File: config.mk
export PLATFORM = sky130hd
export DESIGN_NAME = l2_lookup_pipe
export DESIGN_NICKNAME = d
export VERILOG_FILES = /design/src/rtl/l2_lookup_pipe_pkg.sv /design/src/rtl/l2_way_match.sv /design/src/rtl/l2_lookup_pipe.sv
export SDC_FILE = /design/constraint.sdc
export NUM_CORES = 1
export LEC_CHECK = 0
export ABC_AREA = 1
export CAP_MARGIN = 40
export CORE_MARGIN = 5
export CORE_UTILIZATION = 42
export DETAILED_ROUTE_END_ITERATION = 6
export GPL_ROUTABILITY_DRIVEN = 0
export PLACE_DENSITY_LB_ADDON = 0.05
export SLEW_MARGIN = 20
export SYNTH_ARGS = -nofsm -noshare
export SYNTH_HDL_FRONTEND = slang
export SYNTH_SLANG_ARGS = --single-unit
File: constraint.sdc
create_clock -name clk -period 1.4 [get_ports clk]
set_clock_uncertainty 0.1 [all_clocks]
set_input_delay 0.21 -clock clk [delete_from_list [all_inputs] [get_ports clk]]
set_output_delay 0.21 -clock clk [all_outputs]
set_load 0.02 [all_outputs]
File: src/rtl/l2_lookup_pipe_pkg.sv
// rtl/l2_lookup_pipe_pkg.sv - lookup-mode constants and response record for the L2 lookup stage
package l2_lookup_pipe_pkg;

    localparam logic [1:0] L2_LOOKUP     = 2'd0;
    localparam logic [1:0] L2_LOOKUP_FWD = 2'd1;
    localparam logic [1:0] L2_EVICT_SET  = 2'd2;

    // Way fields are sized for up to 256 ways; instances use the low WAY_BITS.
    localparam int L2_WAY_W = 8;

    typedef struct packed {
        logic                tag_hit;
        logic [L2_WAY_W-1:0] way_hit;
        logic                multi_hit;
        logic                empty_found;
        logic [L2_WAY_W-1:0] empty_way;
        logic [L2_WAY_W-1:0] evict_way;
    } l2_lookup_rsp_t;

endpackage

File: src/rtl/l2_way_match.sv
// rtl/l2_way_match.sv - combinational tag compare, empty detect and lowest-index encoders
module l2_way_match #(
    parameter int WAYS       = 8,
    parameter int TAG_BITS   = 20,
    parameter int STATE_BITS = 3,
    parameter int INVALID    = 0,
    localparam int WB        = $clog2(WAYS)
) (
    input  logic [TAG_BITS-1:0]        i_tag,
    input  logic [WAYS*TAG_BITS-1:0]   i_tags,
    input  logic [WAYS*STATE_BITS-1:0] i_states,
    output logic [WAYS-1:0]            o_match,
    output logic [WAYS-1:0]            o_empty,
    output logic                       o_hit,
    output logic [WB-1:0]              o_hit_way,
    output logic                       o_empty_found,
    output logic [WB-1:0]              o_empty_way,
    output logic                       o_multi
);

    always_comb begin
        o_match = '0;
        o_empty = '0;
        for (int i = 0; i < WAYS; i++) begin
            o_empty[i] = (i_states[i*STATE_BITS +: STATE_BITS] == STATE_BITS'(INVALID));
            o_match[i] = !o_empty[i] && (i_tags[i*TAG_BITS +: TAG_BITS] == i_tag);
        end
    end

    // Scan downward so the lowest set index is the last assignment.
    always_comb begin
        o_hit_way   = '0;
        o_empty_way = '0;
        for (int i = WAYS - 1; i >= 0; i--) begin
            if (o_match[i]) o_hit_way = WB'(i);
            if (o_empty[i]) o_empty_way = WB'(i);
        end
    end

    assign o_hit         = |o_match;
    assign o_empty_found = |o_empty;
    assign o_multi       = |(o_match & (o_match - WAYS'(1)));

endmodule

File: src/rtl/l2_lookup_pipe.sv
// rtl/l2_lookup_pipe.sv - handshaked L2 tag lookup with registered result and round-robin victim pointer
module l2_lookup_pipe
    import l2_lookup_pipe_pkg::*;
#(
    parameter int WAYS       = 8,
    parameter int TAG_BITS   = 20,
    parameter int STATE_BITS = 3,
    parameter int INVALID    = 0,
    localparam int WAY_BITS  = $clog2(WAYS)
) (
    input  logic                       clk,
    input  logic                       rst,
    input  logic                       req_valid,
    output logic                       req_ready,
    input  logic [1:0]                 req_mode,
    input  logic [TAG_BITS-1:0]        req_tag,
    input  logic [WAYS*TAG_BITS-1:0]   req_tags,
    input  logic [WAYS*STATE_BITS-1:0] req_states,
    input  logic [WAY_BITS-1:0]        req_way,
    output logic                       rsp_valid,
    input  logic                       rsp_ready,
    output logic                       rsp_tag_hit,
    output logic [WAY_BITS-1:0]        rsp_way_hit,
    output logic                       rsp_multi_hit,
    output logic                       rsp_empty_found,
    output logic [WAY_BITS-1:0]        rsp_empty_way,
    output logic [WAY_BITS-1:0]        rsp_evict_way,
    output logic [WAY_BITS-1:0]        evict_ptr
);

    logic [WAYS-1:0]     w_match;
    logic [WAYS-1:0]     w_empty;
    logic                w_hit;
    logic [WAY_BITS-1:0] w_hit_way;
    logic                w_empty_found;
    logic [WAY_BITS-1:0] w_empty_way;
    logic                w_multi;
    logic                w_accept;
    logic                w_unused;
    l2_lookup_rsp_t      w_next;
    l2_lookup_rsp_t      r_rsp;
    logic                r_rsp_valid;
    logic [WAY_BITS-1:0] r_evict_ptr;

    l2_way_match #(
        .WAYS       (WAYS),
        .TAG_BITS   (TAG_BITS),
        .STATE_BITS (STATE_BITS),
        .INVALID    (INVALID)
    ) u_match (
        .i_tag         (req_tag),
        .i_tags        (req_tags),
        .i_states      (req_states),
        .o_match       (w_match),
        .o_empty       (w_empty),
        .o_hit         (w_hit),
        .o_hit_way     (w_hit_way),
        .o_empty_found (w_empty_found),
        .o_empty_way   (w_empty_way),
        .o_multi       (w_multi)
    );

    assign req_ready = !r_rsp_valid || rsp_ready;
    assign w_accept  = req_valid && req_ready;

    // Mode 3 is reserved and falls into the LOOKUP_FWD branch.
    always_comb begin
        w_next = '0;
        case (req_mode)
            L2_EVICT_SET: begin
                w_next.evict_way = L2_WAY_W'(req_way);
            end
            L2_LOOKUP: begin
                w_next.tag_hit     = w_hit;
                w_next.way_hit     = L2_WAY_W'(w_hit_way);
                w_next.multi_hit   = w_multi;
                w_next.empty_found = w_empty_found;
                w_next.empty_way   = L2_WAY_W'(w_empty_way);
                w_next.evict_way   = w_empty_found ? L2_WAY_W'(w_empty_way) : L2_WAY_W'(r_evict_ptr);
            end
            default: begin
                w_next.tag_hit   = w_hit;
                w_next.way_hit   = L2_WAY_W'(w_hit_way);
                w_next.multi_hit = w_multi;
                w_next.evict_way = L2_WAY_W'(r_evict_ptr);
            end
        endcase
    end

    always_ff @(posedge clk or negedge rst) begin
        if (!rst) begin
            r_rsp_valid <= 1'b0;
            r_rsp       <= '0;
            r_evict_ptr <= '0;
        end else begin
            if (w_accept) begin
                r_rsp_valid <= 1'b1;
                r_rsp       <= w_next;
                if (req_mode == L2_EVICT_SET)
                    r_evict_ptr <= req_way;
                else if (req_mode == L2_LOOKUP && !w_hit && !w_empty_found)
                    r_evict_ptr <= r_evict_ptr + WAY_BITS'(1);
            end else if (rsp_ready) begin
                r_rsp_valid <= 1'b0;
            end
        end
    end

    assign rsp_valid       = r_rsp_valid;
    assign rsp_tag_hit     = r_rsp.tag_hit;
    assign rsp_way_hit     = r_rsp.way_hit[WAY_BITS-1:0];
    assign rsp_multi_hit   = r_rsp.multi_hit;
    assign rsp_empty_found = r_rsp.empty_found;
    assign rsp_empty_way   = r_rsp.empty_way[WAY_BITS-1:0];
    assign rsp_evict_way   = r_rsp.evict_way[WAY_BITS-1:0];
    assign evict_ptr       = r_evict_ptr;

    assign w_unused = ^{w_match, w_empty, r_rsp.way_hit, r_rsp.empty_way, r_rsp.evict_way};

endmodule

# After elaboration in Yosys (flattened, before gate mapping)
# Cells that the tools add are included.
totals:
  regBits: 16
  latchBits: 0
  ramBits: 0
  mem_bits_ro: 0
  in_bits: 213
  mem_count: 0
classes:
  addsub: 2
  n_mul: 0
  n_div: 0
  n_lt_le_gt_ge: 0
  n_eq_ne: 9
  n_shift: 0
  mux: 24
  bitwise_logic: 1
  reduce_logical: 38
ops:
  columns: ["cell", "n"]
  rows:
  - ["$eq A20 B20 Y1", 8]
  - ["$mux W3", 19]
  - ["$logic_not A3 Y1", 8]
  - ["$reduce_or A8 Y1", 3]
  - ["$logic_and A1 B1 Y1", 11]
  - ["$logic_not A1 Y1", 11]
  - ["$mux W10", 1]
  - ["$mux W9", 1]
  - ["$and A8 B8 Y8", 1]
  - ["$sub A8 B1 Y8 const B", 1]
  - ["$pmux W3 S2", 1]
  - ["$reduce_bool A2 Y1", 2]
  - ["$add A3 B1 Y3 const B", 1]
  - ["$eq A2 B2 Y1 const B", 1]
  - ["$logic_not A2 Y1", 1]
  - ["$mux W1", 2]
  - ["$reduce_and A2 Y1", 1]
  - ["$logic_or A1 B1 Y1", 1]

# Depth between registers and ports, before layout
# Gate-level depths: netlist of the first run.
logic_depth:
  ltp_word: 12
  depth_mapped: 18
  ltp_nobuf: 16

# By module
# Synthesis of the first run repeated with hierarchy kept, for this count alone.
hier_totals:
  hier_cells: 740
  hier_area_um2: 3809.9
by_module_without_submodules:
  columns: ["module", "instances", "cells_per_inst", "area_each_um2", "seq_area_each_um2"]
  rows:
  - ["l2_way_match", 1, 628, 3000.4, 0.0]
  - ["l2_lookup_pipe", 1, 112, 809.5, 400.4]

# Worst setup path before layout of the first run
# OpenSTA, ideal clock, no wires.
synth_path:
  kind: "input -> register"
  startpoint: "in req_tag[4]"
  endpoint: "reg r_evict_ptr[0] (netlist: evict_ptr[0])"
  t_arrival_ps: 1333
  t_required_ps: 1182
  slack_ps: -151
  cell_stages: 16
  path_buffers: 2
  path_cell_list: "buf_6 -> inv_2 -> buf_6 -> nand2_2 -> nand2_1 -> nor2_1 -> nand2_1 -> nor2_1 -> nand3_1 -> nand2_2 -> nor2_2 -> nand3_2 -> nand2_2 -> nand2_2 -> nand2_1 -> nand2_1"
synth_via:
  elab_chain_len: 8
synth_rtl:
  columns: ["element", "line_no", "text"]
  rows:
  - ["start: declaration", "l2_lookup_pipe.sv:16", "input logic [TAG_BITS-1:0] req_tag,"]
  - ["$eq A20 B20 Y1", "l2_way_match.sv:26", "o_match[i] = !o_empty[i] && (i_tags[i*TAG_BITS +: TAG_BITS] == i_tag);"]
  - ["$logic_and A1 B1 Y1", "l2_way_match.sv:26", null]
  - ["$reduce_or A8 Y1 (*)", "l2_way_match.sv:40", "assign o_hit = |o_match;"]
  - ["$logic_not A1 Y1 (*)", "l2_lookup_pipe.sv:101", "else if (req_mode == L2_LOOKUP && !w_hit && !w_empty_found)"]
  - ["$logic_and A1 B1 Y1 (*) (2 in a row)", "l2_lookup_pipe.sv:101", null]
  - ["$reduce_bool A2 Y1 (no line) (*)", null, null]
  - ["$reduce_and A2 Y1 (no line) (*)", null, null]
  - ["end signal: assignment", "l2_lookup_pipe.sv:100", "r_evict_ptr <= req_way;"]
  - ["end signal: assignment", "l2_lookup_pipe.sv:102", "r_evict_ptr <= r_evict_ptr + WAY_BITS'(1);"]
  - ["end: declaration", "l2_lookup_pipe.sv:43", "logic [WAY_BITS-1:0] r_evict_ptr;"]
# Mark *: on every way between the ends. The rest lies on a longest branch, timed or not.
# A chain may end at the register's enable or synchronous reset.

# Worst setup path after layout of the first run
layout_path:
  startpoint: "in req_tags[129]"
  endpoint: "reg r_evict_ptr[0] (netlist: evict_ptr[0])"
layout_via:
  elab_chain_len: 8
layout_rtl:
  columns: ["element", "line_no", "text"]
  rows:
  - ["start: declaration", "l2_lookup_pipe.sv:17", "input logic [WAYS*TAG_BITS-1:0] req_tags,"]
  - ["$eq A20 B20 Y1", "l2_way_match.sv:26", null]
  - ["$logic_and A1 B1 Y1", "l2_way_match.sv:26", null]
  - ["$reduce_or A8 Y1", "l2_way_match.sv:40", null]
  - ["$logic_not A1 Y1", "l2_lookup_pipe.sv:101", null]
  - ["$logic_and A1 B1 Y1 (2 in a row)", "l2_lookup_pipe.sv:101", null]
  - ["$reduce_bool A2 Y1 (no line)", null, null]
  - ["$reduce_and A2 Y1 (no line)", null, null]
# Every way passes these cells.

==> results.json, run 1 <==
{
  "crit_fanout": 4,
  "hpwl_mm": 17.7,
  "rsz0062_at_grt": "true",
  "cts_buffers": 3,
  "root_buffer": "clkbuf_8",
  "final_antenna_net_count": 0,
  "fin_ws_ns": -0.232,
  "crit_buf_inv": 2,
  "drv_slew": 0,
  "cpMaxStageDelayCell": "dlygate4sd2_1",
  "ys_seq_elements": 16,
  "ys_async_sr_fraction": 1.00,
  "max_freq_mhz": 613,
  "drive_above_1_share": 0.377,
  "power_switching_mw": 1.88,
  "grt_max_degree": 17,
  "drtIter0Drc": 665,
  "start_util": 0.432,
  "max-slew-margin-rel": 0.719,
  "ctsHoldBuffers": 0,
  "critPathLaunchType": "input port",
  "routed_wl_mm": 26.5,
  "ys_warn_count": 0,
  "grtUsageTotal": 0.351,
  "coreArea_mm2": 0.0109,
  "ys_types": 34,
  "die_width_um": 116,
  "leakage_nw": 5.26,
  "cts.sinks": 16,
  "synth.net_count": 1207,
  "seqPwrFrac": 0.146,
  "rows": 38,
  "avgSynthCellArea_um2": 4.74,
  "portBuffers": 229,
  "critical-path-top-delay-family": "simple AND/OR/NAND/NOR gates",
  "pwr-share-clk": 0.105,
  "grt_antenna_before_repair": 7,
  "drt_first_pass_iters": 5,
  "synth_edf_count": 0,
  "tritoncts": "built",
  "viasPerCell": 5.40,
  "ir_drop_uv": 748,
  "nFillCells": 712,
  "utilization": 0.851,
  "clkTransAtPathRegs_ns": 0.07,
  "setup_violations": 9,
  "area_delta_synth_final_pct": 96.9,
  "status": "finished with violations",
  "vias": 8133,
  "period_share": 1.17,
  "grt_overflow": 0,
  "cts.path.max_buffers": 2,
  "worst_slew_pin_slew_ns": 0.417,
  "finalPower_mw": 4.02,
  "grt_pass1_vias": 7572,
  "wl_per_cell_um": 17.6,
  "die-area_mm2": 0.0134,
  "synth_flop_cell": "dfrtp_1",
  "p_per_area_mw_per_mm2": 434,
  "violations": "setup timing",
  "max_stage_delay_ns": 0.29,
  "syn-cell-area_mm2": 0.00470,
  "drc": 0,
  "yosysSeqAreaShare": 0.0851,
  "netlist_instances": 993,
  "p_int_mw": 2.15,
  "io_pins": 230,
  "max_cap_violations": 0,
  "htreeDepth": 1,
  "holdWs_ns": 0.191,
  "cp-end-kind": "flop",
  "cp.required_ns": 1.44,
  "nNetsFinal": 1570,
  "cpMostUsedCell": "nand2_1",
  "final_common_cell": "nand2_1",
  "dieHeight_um": 116,
  "hold_class": "input port to asynchronous set/reset pin",
  "cp_cell_sequence": "dlygate4sd2_1 -> inv_1 -> nand2_1 -> nand2_2 -> nor2_2 -> nand2_1 -> nor2_2 -> nand3_2 -> nand2_4 -> nor2_4 -> nand3_2 -> nand2_4 -> nand3_1 -> nand2_1",
  "clkLatencyLatePin_ns": 0.25,
  "hold_viol": 0,
  "layout_common_cells": "nand2_1, dlygate4sd2_1, inv_1",
  "period_needed_ns": 1.63,
  "combPwrFrac": 0.750,
  "path_class": "input port to flop",
  "swShare": 0.466,
  "grt_pass1_wl_mm": 37.2,
  "worst_ep_arrival_time_ns": 1.67
}
[cells in the mapped netlist (6+ instances only)]
master / count / area share
inv_1: 146 / 0.12
buf_4: 17 / 0.027
nor4_1: 6 / 0.0080
inv_2: 13 / 0.010
nand3_2: 8 / 0.017
nand3_1: 37 / 0.039
nor2_2: 8 / 0.011
nand2_2: 13 / 0.017
nand4_1: 17 / 0.023
nor2_1: 142 / 0.11
o21ai_0: 17 / 0.018
o21ai_1: 7 / 0.0074
dfrtp_1: 16 / 0.085
nor3_1: 10 / 0.011
nand2_1: 467 / 0.37
xnor2_1: 32 / 0.060
[routing by layer]
metal | track usage | vias to the layer above | share of wire
li1 | - | 3723 | -
met1 | 0.403 | 3634 | 0.35
met2 | 0.628 | 597 | 0.48
met3 | 0.0642 | 177 | 0.11
met4 | 0.162 | 2 | 0.068
met5 | 0 | - | 0.00049
[per-stage QoR]
step	instance area, µm²	cells	setup TNS (ns)	setup slack, ns
global placement	7970	1461	-9.62	-0.803
detailed placement	7970	1461	-9.90	-0.862
CTS	8840	1487	-0.466	-0.114
floorplan	4760	993	-0.437	-0.117
finish	9260	1505	-1.38	-0.232
global route	9250	1501	-1.88	-0.275
[worst paths after layout]
| kind | to | depth (start not counted) | from | slack, ns |
|---|---|---|---|---|
| setup / recovery | evict_ptr[0]$_DFFE_PN0P_ | 14 | req_tags[129] | -0.23 |
| min in group clk | rsp_empty_way[0]$_DFFE_PN0P_ | 2 | rsp_empty_way[0]$_DFFE_PN0P_ | 0.38 |
| hold / removal | rsp_evict_way[0]$_DFFE_PN0P_ | 2 | rst | 0.19 |
| hold reg to reg | rsp_empty_way[0]$_DFFE_PN0P_ | 2 | rsp_empty_way[0]$_DFFE_PN0P_ | 0.38 |
| setup reg to reg | evict_ptr[2]$_DFFE_PN0P_ | 6 | evict_ptr[0]$_DFFE_PN0P_ | 0.09 |
| max in group asynchronous | rsp_way_hit[2]$_DFFE_PN0P_ | 2 | rst | 0.82 |
[state kept, by name (all words and copies together) (netlist names)]
signal / cells
evict_ptr: 3
rsp_empty_way: 3
rsp_evict_way: 3
rsp_way_hit: 3
rsp_empty_found: 1
rsp_multi_hit: 1
rsp_tag_hit: 1
rsp_valid: 1
[cells by family (layout without fill, tap and decap cells)]
logic type,after synthesis,count (layout),synth area share
other,0,10,0
xor gates and xnor gates,36,36,0.0670
and+or+nand+nor,718,718,0.630
AOI/OAI and AO/OA,35,35,0.0410
adders and majority gates,1,1,0.00266
buffers and inverters,187,549,0.175
DFF,16,16,0.0851
[layout make-up]
type / instances / area (µm²) / share of cell area
Antenna cell: 10 / 25.0 / 0.00270
Timing Repair Buffer: 379 / 3320 / 0.358
Sequential cell: 16 / 400 / 0.0432
Timing Repair inverter: 2 / 15.0 / 0.00162
Tap cell: 140 / 175 / 0.0189
Clock buffer: 4 / 55.1 / 0.00594
Multi-Input combinational cell: 790 / 4580 / 0.495
Inverter: 164 / 694 / 0.0750
[worst reg2reg max path, cell delays in order (launching register included)]
cell and delay, ns:
dfrtp_1 0.45, ha_1 0.25, a21oi_1 0.13, o21ai_0 0.09, nand2_1 0.08, nand3_2 0.08, nand2_2 0.08
[power by group through the flow]
stage	Sequential, mW	Combinational [mW]	Clock [mW]
final	0.586	3.02	0.421
after global routing	0.593	3.22	0.446
after CTS	0.578	2.67	0.416
after detailed placement	0.589	2.52	0
after global placement	0.590	2.49	0
after floorplan	0.672	1.05	0
[what timing repair did]
| action | 4_1_cts | 5_1_grt |
|---|---|---|
| gates resized for setup | 574 | 187 |
| gates cloned | 6 | 0 |
| setup endpoints to repair | 32 | 14 |
| pin swaps | 246 | 140 |
| setup buffers | 17 | 10 |
Power figures use the tool's default switching activity.
==> inputs of run 2 (changes only) <==
--- a/config.mk
+++ b/config.mk
@@ -11,7 +11,9 @@
 export CORE_UTILIZATION = 42
 export DETAILED_ROUTE_END_ITERATION = 6
 export GPL_ROUTABILITY_DRIVEN = 0
+export GPL_TIMING_DRIVEN = 0
 export PLACE_DENSITY_LB_ADDON = 0.05
+export RECOVER_POWER = 100
 export SLEW_MARGIN = 20
 export SYNTH_ARGS = -nofsm -noshare
 export SYNTH_HDL_FRONTEND = slang
==> run 2 against run 1 <==
Compared with the run above: the run still ends with setup timing left; sequential power is 1% higher; clock-buffer cell count stayed put; die area stayed put; flip-flop and latch count stayed put; critical path depth is 2 lower; clock power hardly changed; final area is 9.5% lower; highest routed layer unchanged; cell count is 6.6% lower.
==> results.json, run 2 (synthesis results as in run 1) <==
{
  "clkLatencyLatePin_ns": 0.26,
  "finalPower_mw": 3.52,
  "vias": 6933,
  "critPathLaunchType": "input port",
  "p_per_area_mw_per_mm2": 420,
  "dr.max_layer_used": "met5",
  "status": "finished with violations",
  "wl_met2_mm": 10.0,
  "grt_pass1_vias": 6434,
  "grt_max_degree": 17,
  "fin_ws_ns": -0.0640,
  "path_class": "input port to flop",
  "rows": 38,
  "viasPerCell": 4.93,
  "grt_overflow": 0,
  "cts_buffers": 3,
  "drive_above_1_share": 0.305,
  "final_common_cell": "nand2_1",
  "wl_per_cell_um": 15.1,
  "root_buffer": "clkbuf_8",
  "wl_met3_mm": 2.20,
  "cp.required_ns": 1.50,
  "multi_input_area_mm2": 0.00441,
  "placed_area_mm2": 0.00703,
  "final_cells": 1406,
  "portBuffers": 209,
  "grt_pass1_wl_mm": 31.8,
  "drtIter0Drc": 458,
  "leakage_nw": 4.73,
  "worst_slew_pin_slew_ns": 0.892,
  "area_delta_synth_final_pct": 78.3,
  "cp_cell_sequence": "clkdlybuf4s15_1 -> xnor2_2 -> nand3_2 -> nor2_2 -> nand3_2 -> nand2_4 -> nor2_4 -> nand3_2 -> nand2_2 -> nand2_2 -> nand2_1 -> nand2_1",
  "cts.path.max_buffers": 2,
  "nNetsFinal": 1476,
  "cts.sinks": 16,
  "hold_viol": 0,
  "max_stage_delay_ns": 0.24,
  "hold_class": "input port to flop",
  "nFillCells": 917,
  "period_share": 1.05,
  "dp_cells": 1342,
  "setup_violations": 8,
  "final_antenna_net_count": 0,
  "grt_antenna_before_repair": 5,
  "cpMostUsedCell": "nand3_2",
  "worstHoldPathCells": 4,
  "rsz0062_at_grt": "true",
  "hold_start": "req_mode[1]",
  "tritoncts": "built",
  "start_util": 0.432,
  "max-slew-margin-rel": 0.405,
  "holdPathEnd": "rsp_empty_found$_DFFE_PN0P_",
  "violations": "setup timing",
  "r2r-start": "evict_ptr[0]$_DFFE_PN0P_",
  "layout_common_cells": "nand2_1, inv_1, nand2_2",
  "max_cap_violations": 0,
  "htreeDepth": 1,
  "period_needed_ns": 1.46,
  "reg2reg_depth": 6,
  "hpwl_mm": 16.5,
  "cp-end-kind": "flop",
  "dieHeight_um": 116,
  "wl_met1_mm": 8.47,
  "worst_ep_arrival_time_ns": 1.57,
  "die_width_um": 116,
  "drv_slew": 0,
  "clkTransAtPathRegs_ns": 0.07,
  "io_pins": 230,
  "r2r-end": "evict_ptr[2]$_DFFE_PN0P_",
  "coreArea_mm2": 0.0109,
  "reg2reg_slack_ns": 0.10,
  "cpMaxStageDelayCell": "xnor2_2",
  "regArea_um2": 400,
  "drt_first_pass_iters": 5,
  "max_freq_mhz": 683,
  "final_cell_area_mm2": 0.00839,
  "die-area_mm2": 0.0134,
  "dp_slack_ns": -0.816,
  "routed_wl_mm": 21.2,
  "crit_fanout": 4,
  "grtUsageTotal": 0.298,
  "ir_drop_uv": 528,
  "drc": 0
}
[run 2: critical path, delay by kind of cell]
family                    cells  cell delay (ns)
xor gates and xnor gates      1             0.24
buffers and inverters         1             0.21
and+or+nand+nor              10             0.90
[run 2: stage by stage]
step | hold slack [ns] | util | setup TNS [ns]
4_1_cts | 0.313 | 0.734 | -0.193
6_report | 0.241 | 0.770 | -0.354
5_1_grt | 0.281 | 0.770 | -1.35
2_1_floorplan | -0.186 | - | -0.437
3_5_place_dp | 0.367 | 0.646 | -10.03
3_3_place_gp | 0.364 | 0.646 | -10.28
[run 2: layout make-up]
class | instances | area share
tap | 140 | 0.0209
buffer | 23 | 0.0400
sequential | 16 | 0.0477
timing repair buffer | 264 | 0.276
inverter | 164 | 0.0819
multi-input combinational | 790 | 0.526
antenna | 5 | 0.00149
clock buffer | 4 | 0.00656
[run 2: report_power, final]
| group | switching [mW] | internal (mW) | leakage [nW] |
|---|---|---|---|
| clock | 0.174 | 0.250 | 0.0288 |
| combinational | 1.37 | 1.14 | 4.50 |
| sequential | 0.0655 | 0.528 | 0.209 |
[run 2: what timing repair did]
item / 4_1_cts / 5_1_grt
hold endpoints to repair: 0 / 0
gates cloned: 2 / 0
buffers inserted: 39 / 13
endpoints found under the setup margin: 33 / 18
hold buffers: 0 / 0
resized for setup: 473 / 200
pin swaps: 244 / 147
[run 2: worst max-delay path by stage]
stage | slack (ns) | cells past startpoint | end | from
after floorplan | -0.12 | 16 | evict_ptr[2]$_DFFE_PN0P_ | req_tag[4]
final | -0.06 | 12 | evict_ptr[0]$_DFFE_PN0P_ | req_tags[119]
after detailed placement | -0.82 | 13 | evict_ptr[2]$_DFFE_PN0P_ | req_states[10]
after global placement | -0.82 | 13 | evict_ptr[2]$_DFFE_PN0P_ | req_states[10]
after global routing | -0.19 | 18 | rsp_way_hit[0]$_DFFE_PN0P_ | req_tag[0]
after CTS | -0.06 | 16 | evict_ptr[1]$_DFFE_PN0P_ | req_tag[4]
[run 2: routing by layer]
metal,global-route usage,vias up
met5,0,-
met4,0.0766,2
met3,0.0642,37
met2,0.519,332
met1,0.374,3034
li1,-,3528
